File: config.mk
export PLATFORM = sky130hd
export DESIGN_NAME = spawn_scheduler
export DESIGN_NICKNAME = d
export VERILOG_FILES = /design/src/rtl/nexys_starship_pkg.sv /design/src/rtl/spawn_scheduler_lfsr16.sv /design/src/rtl/spawn_scheduler.sv
export SDC_FILE = /design/constraint.sdc
export NUM_CORES = 1
export LEC_CHECK = 0
export BUFFER_PORTS_ARGS = -buffer_cell sky130_fd_sc_hd__buf_2
export CORE_UTILIZATION = 55
export DETAILED_ROUTE_END_ITERATION = 10
export PLACE_DENSITY_LB_ADDON = 0.25
export SLEW_MARGIN = 40
export SYNTH_ARGS = -nofsm -noshare
export SYNTH_HDL_FRONTEND = slang
export SYNTH_SLANG_ARGS = --single-unit
File: constraint.sdc
create_clock -name timer_clk -period 3.25 [get_ports timer_clk]
set_clock_uncertainty 0.05 [all_clocks]
set_input_delay 0.4875 -clock timer_clk [delete_from_list [all_inputs] [get_ports timer_clk]]
set_output_delay 0.4875 -clock timer_clk [all_outputs]
set_load 0.005 [all_outputs]
File: src/rtl/nexys_starship_pkg.sv
// nexys_starship_pkg: state encoding, LFSR mask, spawn thresholds and side indices
// shared by the spawn scheduler and its LFSR.
package nexys_starship_pkg;

    typedef enum logic [2:0] {
        IDLE = 3'b001,
        RUN  = 3'b010,
        OVER = 3'b100
    } state_t;

    localparam logic [15:0] LFSR_MASK = 16'hB400;

    localparam logic [4:0] THRESH_L0 = 5'd4;
    localparam logic [4:0] THRESH_L1 = 5'd6;
    localparam logic [4:0] THRESH_L2 = 5'd8;
    localparam logic [4:0] THRESH_L3 = 5'd10;

    localparam int SIDE_TOP   = 0;
    localparam int SIDE_BTM   = 1;
    localparam int SIDE_LEFT  = 2;
    localparam int SIDE_RIGHT = 3;

    // Spawn threshold out of 16 for a given difficulty level
    function automatic logic [4:0] threshold(input logic [1:0] lvl);
        return lvl == 2'd0 ? THRESH_L0 :
               lvl == 2'd1 ? THRESH_L1 :
               lvl == 2'd2 ? THRESH_L2 : THRESH_L3;
    endfunction

endpackage

File: src/rtl/spawn_scheduler_lfsr16.sv
// lfsr16: 16-bit Galois right-shift LFSR that advances every tick and
// reloads its seed if it ever reaches the all-zero lock-up state.
module lfsr16
    import nexys_starship_pkg::*;
#(
    parameter logic [15:0] SEED = 16'hACE1
) (
    input  logic        timer_clk,
    input  logic        Reset,
    output logic [15:0] value
);

    always_ff @(posedge timer_clk or posedge Reset) begin
        if (Reset)
            value <= SEED;
        else
            value <= value == 16'h0 ? SEED : (value >> 1) ^ (value[0] ? LFSR_MASK : 16'h0);
    end

endmodule

File: src/rtl/spawn_scheduler.sv
// spawn_scheduler: turns an LFSR into per-side spawn pulses whose probability
// ramps with play time, with a per-side cooldown; also tracks game time and level.
module spawn_scheduler
    import nexys_starship_pkg::*;
#(
    parameter logic [15:0] LFSR_SEED    = 16'hACE1,
    parameter int          LEVEL_PERIOD = 20,
    parameter logic [1:0]  MAX_LEVEL    = 2'd3,
    parameter int          COOLDOWN     = 2
) (
    input  logic       timer_clk,
    input  logic       Reset,
    input  logic       play_flag,
    input  logic       gameover_ctrl,
    output logic       top_random,
    output logic       btm_random,
    output logic       left_random,
    output logic       right_random,
    output logic [1:0] level,
    output logic [7:0] game_time,
    output logic       q_Idle,
    output logic       q_Run,
    output logic       q_Over
);

    localparam int LCW = $clog2(LEVEL_PERIOD + 1);
    localparam int CW  = $clog2(COOLDOWN + 2);

    state_t           state;
    logic [15:0]      lfsr;
    logic [LCW-1:0]   level_cnt;
    logic [3:0]       req;
    logic             run_step;
    logic             start;

    lfsr16 #(.SEED(LFSR_SEED)) u_lfsr (
        .timer_clk(timer_clk),
        .Reset(Reset),
        .value(lfsr)
    );

    // A game-over edge in RUN wins over every RUN update
    assign run_step = state == RUN && !gameover_ctrl;
    assign start    = state == IDLE && play_flag && !gameover_ctrl;

    for (genvar s = 0; s < 4; s++) begin : g_side
        logic [CW-1:0] cd;
        logic          hit;
        logic          fire;
        assign hit    = cd == '0 && {1'b0, lfsr[4*s +: 4]} < threshold(level);
        assign req[s] = fire;
        always_ff @(posedge timer_clk or posedge Reset) begin
            if (Reset) begin
                cd   <= '0;
                fire <= 1'b0;
            end else begin
                fire <= run_step && hit;
                if (start)
                    cd <= '0;
                else if (run_step)
                    cd <= hit ? CW'(COOLDOWN) : cd - CW'(cd != '0);
            end
        end
    end

    always_ff @(posedge timer_clk or posedge Reset) begin
        if (Reset) begin
            state     <= IDLE;
            level     <= 2'd0;
            game_time <= 8'd0;
            level_cnt <= '0;
        end else begin
            case (state)
                IDLE: if (start) begin
                    state     <= RUN;
                    level     <= 2'd0;
                    game_time <= 8'd0;
                    level_cnt <= '0;
                end
                RUN: if (gameover_ctrl) begin
                    state <= OVER;
                end else begin
                    game_time <= game_time + 8'(game_time != 8'hFF);
                    if (level_cnt == LCW'(LEVEL_PERIOD - 1)) begin
                        level_cnt <= '0;
                        level     <= level < MAX_LEVEL ? level + 2'd1 : level;
                    end else begin
                        level_cnt <= level_cnt + LCW'(1);
                    end
                end
                OVER: if (!play_flag) state <= IDLE;
                default: state <= IDLE;
            endcase
        end
    end

    assign top_random   = req[SIDE_TOP];
    assign btm_random   = req[SIDE_BTM];
    assign left_random  = req[SIDE_LEFT];
    assign right_random = req[SIDE_RIGHT];
    assign q_Idle       = state == IDLE;
    assign q_Run        = state == RUN;
    assign q_Over       = state == OVER;

endmodule

---- Yosys cells after proc, flatten, opt, wreduce, memory -nomap -nowiden ----
Cells that the tools add are included.
operators by class
  add/subtract/negate cells ............... 7
  multipliers ............................. 0
  divide/modulo/power cells ............... 0
  order comparisons ....................... 5
  eq/ne operators ......................... 13
  shift-type cells ........................ 0
  multiplexer cells ....................... 33
  bitwise operators ....................... 1
  reduce and logical (&&, ||, !) cells .... 27
operator list
  kind                   number
  $mux W2                17
  $mux W16               2
  $logic_not A16 Y1      1
  $mux W8                2
  $pmux W8 S2            1
  $xor A15 B16 Y16       1
  $lt A4 B5 Y1           3
  $mux W5                3
  $reduce_bool A2 Y1     6
  $logic_and A1 B1 Y1    11
  $logic_not A2 Y1       5
  $pmux W5 S2            1
  $mux W3                3
  $pmux W3 S3            1
  $add A8 B1 Y8          1
  $mux W4                2
  $ne A8 B8 Y1 const B   1
  $sub A2 B1 Y2          4
  $ne A2 B1 Y1 const B   3
  $ne A2 B2 Y1 const B   3
  $reduce_and A3 Y1      2
  $add A5 B1 Y5 const B  1
  $eq A5 B5 Y1 const B   1
  $reduce_and A5 Y1      1
  10 further kinds       10
storage, ports and cells
  flip-flop bits (word level) ............. 46
  latch bits .............................. 0
  memory bits (writable) .................. 0
  ROM bits ................................ 0
  input bits .............................. 4
  logic and storage cells ................. 99
  memories ................................ 0

---- Depth between registers and ports, before layout ----
Gate-level depths: netlist of run 1.
  depth after elaboration ................. 9
  gate-level depth with buffers ........... 8
  gate-level depth less buffers ........... 8

---- Modules after synthesis ----
A second synthesis of run 1 with hierarchy kept.
unflattened totals
  cells, all modules ...................... 216
  area total of the unflattened synthesis .. 2331.0 µm²
by module, submodules not included
  module           times used  cells each  area each (µm²)
  spawn_scheduler  1           167         1659.1
  lfsr16           1           49          671.9

---- Worst setup path after synthesis of run 1 ----
OpenSTA, ideal clock, no wires.
  kind .................................... reg-to-reg
  from .................................... register level[0]
  to ...................................... register g_side[2].cd[1]
  setup time .............................. 0.064 ns
  data arrival time ....................... 1.899 ns
  required time ........................... 3.136 ns
  path slack .............................. 1.237 ns
  stages on the path, launching flop included .. 8
  clock period less this slack ............ 2.013 ns
  cells stage by stage .................... dfrtp_1 -> inv_1 -> ha_1 -> or2_2 -> ha_1 -> or4_1 -> a21oi_2 -> a21o_1
on the way
  longest elaborated chain between the ends .. 9
ends and longest elaborated chain
  what                    line                      source
  from (decl)             spawn_scheduler.sv:19     output logic [1:0] level,
  from (signal assigned)  spawn_scheduler.sv:86     level <= level < MAX_LEVEL ? level + 2'd1 : level;
  $eq A2 B2 Y1            nexys_starship_pkg.sv:27  lvl == 2'd2 ? THRESH_L2 : THRESH_L3;
  $mux W2                 nexys_starship_pkg.sv:27
  $mux W4                 nexys_starship_pkg.sv:26  lvl == 2'd1 ? THRESH_L1 :
  $mux W4 *               nexys_starship_pkg.sv:25  return lvl == 2'd0 ? THRESH_L0 :
  $lt A4 B5 Y1 *          spawn_scheduler.sv:50     assign hit = cd == '0 && {1'b0, lfsr[4*s +: 4]} < threshold(level);
  $logic_and A1 B1 Y1 *   spawn_scheduler.sv:50
  $mux W2 *               spawn_scheduler.sv:61     cd <= hit ? CW'(COOLDOWN) : cd - CW'(cd != '0);
  $mux W2 *               spawn_scheduler.sv:60     else if (run_step)
  $mux W2 *               spawn_scheduler.sv:58     if (start)
  to (signal assigned)    spawn_scheduler.sv:61
  to (decl)               spawn_scheduler.sv:47     logic [CW-1:0] cd;
Mark *: on every way between the ends. The rest lies on a longest branch, timed or not. The select of a mux whose other input is x is not followed.
A chain may end at the register's enable or synchronous reset.

---- Worst setup path in the final report of run 1 ----
Ends and elaborated chain as after synthesis.

==> results of run 1 <==
cells by family after synthesis:
logic type / after synthesis / synth area share
buf+inv: 24 / 0.0460
xor+xnor: 3 / 0.0121
flops: 46 / 0.535
mux: 1 / 0.00518
compound gates: 49 / 0.133
simple gates: 70 / 0.188
fa+ha+maj: 14 / 0.0806
cells in the mapped netlist, drive strengths merged, types with 2 or more instances:
cell	instances	area, sq um
dfrtp	37	926
a21oi	9	48.8
nand3	4	20.0
nand4	3	18.8
clkbuf	9	33.8
nand2b	14	87.6
buf	3	21.3
o31ai	2	15.0
a21o	3	22.5
dfstp	9	236
nor3b	2	15.0
nand3b	4	30.0
nor2	5	18.8
nor3	3	15.0
a22o	3	26.3
and3	4	25.0
ha	14	175
xnor2	2	17.5
o21ai	23	115
nand2	17	63.8
nor4	6	37.5
a31oi	5	31.3
inv	11	41.3
power by group through the flow:
stage | Clock [uW] | Sequential [uW] | Combinational, uW
after floorplan | 0 | 598 | 40.7
after global placement | 0 | 601 | 51.8
after detailed placement | 0 | 602 | 54.5
after CTS | 423 | 591 | 54.7
after global routing | 444 | 593 | 61.8
final | 410 | 591 | 53.1
final cells by class:
type | instances | area [sq um]
Clock buffer | 5 | 68.8
Multi-Input combinational cell | 137 | 912
Timing Repair Buffer | 22 | 115
Inverter | 12 | 45.0
Tap cell | 48 | 60.1
Fill cell | 305 | 1310
Clock inverter | 3 | 40.0
Sequential cell | 46 | 1160
cells in the final DEF, fill, tap and decap left out, types with 2 or more instances in the layout:
| master | synthesis | layout |
|---|---|---|
| nand3b_1 | 4 | 4 |
| a21o_1 | 3 | 3 |
| o21ai_0 | 23 | 23 |
| a31oi_1 | 5 | 5 |
| buf_2 | 2 | 20 |
| a21oi_1 | 8 | 8 |
| nor3b_1 | 2 | 2 |
| nand2_1 | 17 | 17 |
| ha_1 | 14 | 14 |
| nand3_1 | 4 | 4 |
| buf_4 | 0 | 2 |
| nor2_1 | 5 | 5 |
| nor4_1 | 6 | 6 |
| and3_1 | 4 | 4 |
| a22o_1 | 3 | 3 |
| inv_1 | 11 | 10 |
| nand2b_1 | 14 | 14 |
| clkbuf_8 | 0 | 5 |
| dfstp_2 | 9 | 9 |
| nor3_1 | 3 | 3 |
| clkinv_1 | 1 | 2 |
| o31ai_1 | 2 | 2 |
| dfrtp_1 | 37 | 37 |
| nand4_1 | 3 | 3 |
| xnor2_1 | 2 | 2 |
| clkinv_2 | 0 | 2 |
registers in the layout (all words and copies together), names as in the netlist:
name          flops
u_lfsr.value     16
g_side.cd         8
game_time         8
level_cnt         5
state             3
level             2
btm_random        1
left_random       1
right_random      1
top_random        1
worst max path at each step:
stage	cells after the start	endpoint	from
2_1_floorplan	7	g_side[2].cd[1]	level[0]
3_3_place_gp	7	g_side[2].cd[1]	level[0]
3_5_place_dp	7	g_side[2].cd[1]	level[0]
4_1_cts	7	g_side[2].cd[1]	level[0]
5_1_grt	5	level_cnt[4]	state[0]
6_report	7	g_side[2].cd[1]	level[0]
worst max-delay path: cells and delay by family, from the launching register on:
family                     cells  cell delay, ps
AOI/OAI and AO/OA              2             220
and+or+nand+nor                2             830
DFF                            1             490
buffers and inverters          1             100
adders and majority gates      2             370
through the flow:
step	cells	setup slack [ps]	power [uW]
floorplan	207	1240	638
global placement	265	1220	653
detailed placement	265	1150	656
CTS	273	1140	1070
global route	273	994	1100
finish	273	1140	1050
metal layers:
metal	part of all wire	up-vias	wire length (microns)
li1	-	761	-
met1	0.43	769	1810
met2	0.50	37	2110
met3	0.041	12	173
met4	0.034	0	143
met5	0	-	0
==> run metrics, run 1 <==
total negative slack=0 ps; Post-synth EDFFs=0; WL/cell=15.5 microns; r2r worst-path depth=7; Die ar.=4210 sq um; max-cap viol count=0; CP required=3450 ps; floorplan row count=22; Reg power frac=0.561; global-route track usage on met1=0.296; antenna diode count=0; Design Area, Final=2400 sq um; Max transition margin=0.498; Syn Inst Count=207; Num CTS Buffers=5; CORE AREA=3720 sq um; HP Class=in2async; vias in the first global route=1,583; Initial Util=0.585; clock sinks=46; initial antenna violation count=0; reg2reg end=g_side[2].cd[1]; status=completed; Comb pwr share=0.050; Power Internal=826 uW; unrepaired setup endpoints after global routing=false; asr flop ratio synth=1.00; ANT nets after route=0; Final Wtd Congestion=0.781; crit path max fanout=8; CTS tree=done; period utilization=0.649; Clk network pwr share=0.389; H-tree depth=2; Crit-path slowest cell=dfrtp_1; RR Startpoint=level[0]; Post-Route WL=4230 microns; Hold WS=132 ps; total vias in the final route=1,579; register area share after synthesis=0.535; most frequent cell on the critical path=ha_1; gr ovfl total=0; cts hold-fix bufs=0; mapped cell area=2170 sq um; Cell Pwr Density=439 nW/um^2; Yosys Warn Count=0; largest net degree at the start of global routing=29; DR DRC count=0; Tot GR Track Use=0.241; Clock Tree Buf Depth=2; DIE HEIGHT=64.9 microns; Final Hold Viols=0; Final Critical Period=2110 ps; GR peak layer=met2; synthesis-stage register bit count=46; Syn Area/Cell=10.5 sq um; Die X=64.9 microns; post-DP HPWL=3070 microns; DR pass1 iterations=4; Area Overhead vs Synth=10.5%; data arrival time of the worst path=2310 ps; r2r setup slk=1140 ps; Placed Area=2290 sq um; Vias per Instance=5.78; cts repair resizes=0; peak supply drop=0.365 mV; Core Util, Final=0.647; CP Launch Type=flip-flop; post-CTS setup buffers=0; first-pass GRT wire length=7460 microns; # IOs=21; Most used DFF post-synth=dfrtp_1; Finish-stage setup viols=0; leakage power=0.00115 uW; Skew-Pair Late Insertion Delay=300 ps; root buf cell=clkbuf_8; Slew Limit Fails=0; met3 Resource Use GR=0.0634; fraction of layout cells with a size suffix above 1=0.200; NumNets Final=242; switching power=229 uW; Crit path largest cell delay=490 ps; Crit. End Element=flip-flop; Slew @ Worst Pin=748 ps; First DRT Iteration DRCs=144; CP Cell Sequence=inv_1 > ha_1 > or2_2 > ha_1 > or4_1 > a21oi_2 > a21o_1; Yosys cell types=40; critical path class=reg2reg; clock-pin slew on the worst setup and hold paths=80 ps; I/O Buffers=20; GR Util met2=0.393; Max Clock Freq=0.474 GHz; Switching Share=0.217; Syn Nets=225
No activity file was read; power rests on OpenSTA's default activity.
==> run 2: changes to the inputs <==
==> constraint.sdc (replaced) <==
create_clock -name timer_clk -period 2.2 [get_ports timer_clk]
set_clock_uncertainty 0.05 [all_clocks]
set_input_delay 0.33 -clock timer_clk [delete_from_list [all_inputs] [get_ports timer_clk]]
set_output_delay 0.33 -clock timer_clk [all_outputs]
set_load 0.005 [all_outputs]
==> run 2 against run 1 <==
  * Clock-buffer cell count rose by 2
  * Combinational power rose by 54%
  * Setup slack got worse by 980 ps
  * Global-route usage fell by 1.3 points
  * Critical path depth did not move
  * Worst hold slack got worse by 28 ps
  * Non-clock buffer count rose by 3
  * Final cell count rose by 1.1%
  * Largest cell class unchanged
==> run metrics, run 2 (synthesis gave the netlist of run 1 again) <==
period utilization=0.925 (+0.276); Area Overhead vs Synth=11.5%; Skew-Pair Late Insertion Delay=300 ps (about the same); WL/cell=15.3 microns (-1.5%); # IOs=21 (unchanged); r2r worst-path depth=7 (unchanged); post-CTS setup buffers=0 (unchanged); Slew @ Worst Pin=545 ps (-203 ps); vias in the first global route=1,513 (-4.4%); Power Internal=1230 uW (+49%); dpl ws=113 ps (-1040 ps); Hold WS=104 ps (-28.1 ps); Final Hold Viols=0 (unchanged); critical path class=reg2reg; Max Clock Freq=0.491 GHz (+3.7%); dpl cells=268 (+1.1%); DR pass1 iterations=4 (unchanged); initial antenna violation count=0 (unchanged); max reg flops=16 (unchanged); peak supply drop=0.564 mV (+54%); Num CTS Buffers=5 (unchanged); largest net degree at the start of global routing=47 (+62%); Reg power frac=0.561 (about the same); gr ovfl total=0 (unchanged); DR DRC count=0 (unchanged); crit path max fanout=6 (-2); first-pass GRT wire length=7090 microns (-4.9%); CP Launch Type=flip-flop; Core Util, Final=0.653 (+0.00572); root buf cell=clkbuf_8; CP required=2390 ps (-1060 ps); Post-Layout Cell Count=276 (+1.1%); Clock Tree Buf Depth=2 (unchanged); unrepaired setup endpoints after global routing=false; HP Class=in2async; H-tree depth=2 (unchanged); Switching Share=0.210 (-0.00634); data arrival time of the worst path=2230 ps (-80 ps); fraction of layout cells with a size suffix above 1=0.206 (+0.00614); Die X=64.9 microns (unchanged); status=completed; Clk network pwr share=0.386 (-0.003); CORE AREA=3720 sq um (unchanged); max-cap viol count=0 (unchanged); total negative slack=0 ps (unchanged); floorplan row count=22 (unchanged); NumNets Final=245 (+1.2%); antenna diode count=0 (unchanged); Initial Util=0.585 (unchanged); clock-pin slew on the worst setup and hold paths=80 ps (about the same); setup ws final=164 ps (-975 ps); ANT nets after route=0 (unchanged); post-DP HPWL=2990 microns (-2.6%); Post-Route WL=4220 microns (-0.43%); Vias per Instance=5.70 (-1.5%); top flop regs=u_lfsr.value (16), g_side.cd (8), game_time (8); Cell Pwr Density=642 nW/um^2 (+46%); total vias in the final route=1,573 (-0.38%); I/O Buffers=20 (unchanged); switching power=328 uW (+43%); DIE HEIGHT=64.9 microns (unchanged); leakage power=0.00116 uW (+0.69%); Finish-stage setup viols=0 (unchanged); Biggest register=u_lfsr.value; Tot GR Track Use=0.228 (-0.0128); Comb pwr share=0.052 (+0.002); First DRT Iteration DRCs=80 (-44%); most frequent cells in the layout=dfrtp_1 (36), o21ai_0 (23), buf_2 (20); Crit. End Element=flip-flop; Slew Limit Fails=0 (unchanged); most common cell after layout, fill and taps aside=dfrtp_1; Max transition margin=0.637 (+0.139); Final Critical Period=2040 ps (-74.7 ps); CTS tree=done; Final Wtd Congestion=0.768 (-1.6%); clock sinks=46 (unchanged); Die ar.=4210 sq um (unchanged)
[run 2: cell types whose count changed in the layout (fill, tap and decap cells not counted)]
cell | previous run | this run
clkbuf_1 | 0 | 2
dfrtp_2 | 0 | 1
clkinv_2 | 2 | 0
dfrtp_1 | 37 | 36
buf_4 | 2 | 5
[run 2: area by class of cell]
| class | instances | area, sq um |
|---|---|---|
| Timing Repair Buffer | 25 | 138 |
| Clock buffer | 7 | 76.3 |
| Sequential cell | 46 | 1160 |
| Inverter | 12 | 45.0 |
| Fill cell | 296 | 1290 |
| Tap cell | 48 | 60.1 |
| Multi-Input combinational cell | 137 | 912 |
| Clock inverter | 1 | 30.0 |
[run 2: timing repair]
item / 4_1_cts / 5_1_grt
hold buffers: 0 / 0
gates resized for setup: 0 / 1
endpoints found under the setup margin: 0 / 3
[run 2: layer usage]
metal	wire length, microns	global-route usage	vias up	part of all wire
met2	2080	0.382	25	0.49
met3	154	0.0581	11	0.037
met5	0	0	-	0
li1	-	-	763	-
met4	93	0.0861	0	0.022
met1	1890	0.282	774	0.45
[run 2: metrics by stage]
stage                     cell area [sq um]  total power (uW)
final                                  2420              1560
after global routing                   2420              1620
after CTS                              2420              1570
after detailed placement               2320               973
after global placement                 2320               969
after floorplan                        2170               943
[run 2: power by group through the flow]
stage               Combinational [uW]  Sequential [uW]  Clock (uW)
floorplan                         60.1              883           0
global route                      93.5              876         646
detailed placement                83.5              889           0
finish                            81.6              874         601
CTS                               83.6              873         611
global placement                  80.9              888           0
[run 2: final timing paths]
path                            startpoint              end  slack (ps)
setup / recovery                  level[0]  g_side[2].cd[1]         160
hold / removal                       Reset  g_side[1].cd[1]         100
setup reg to reg                  level[0]  g_side[2].cd[1]         160
hold reg to reg            u_lfsr.value[4]  u_lfsr.value[3]         340
max in group asynchronous            Reset         level[0]        1590
min in group timer_clk           play_flag         state[2]         290
[run 2: critical path: stages, from the launching register on]
cell	delay, ps
dfrtp_2	410
inv_1	80
ha_1	200
or2_2	350
ha_1	190
or4_1	480
a21oi_2	140
a21o_1	90
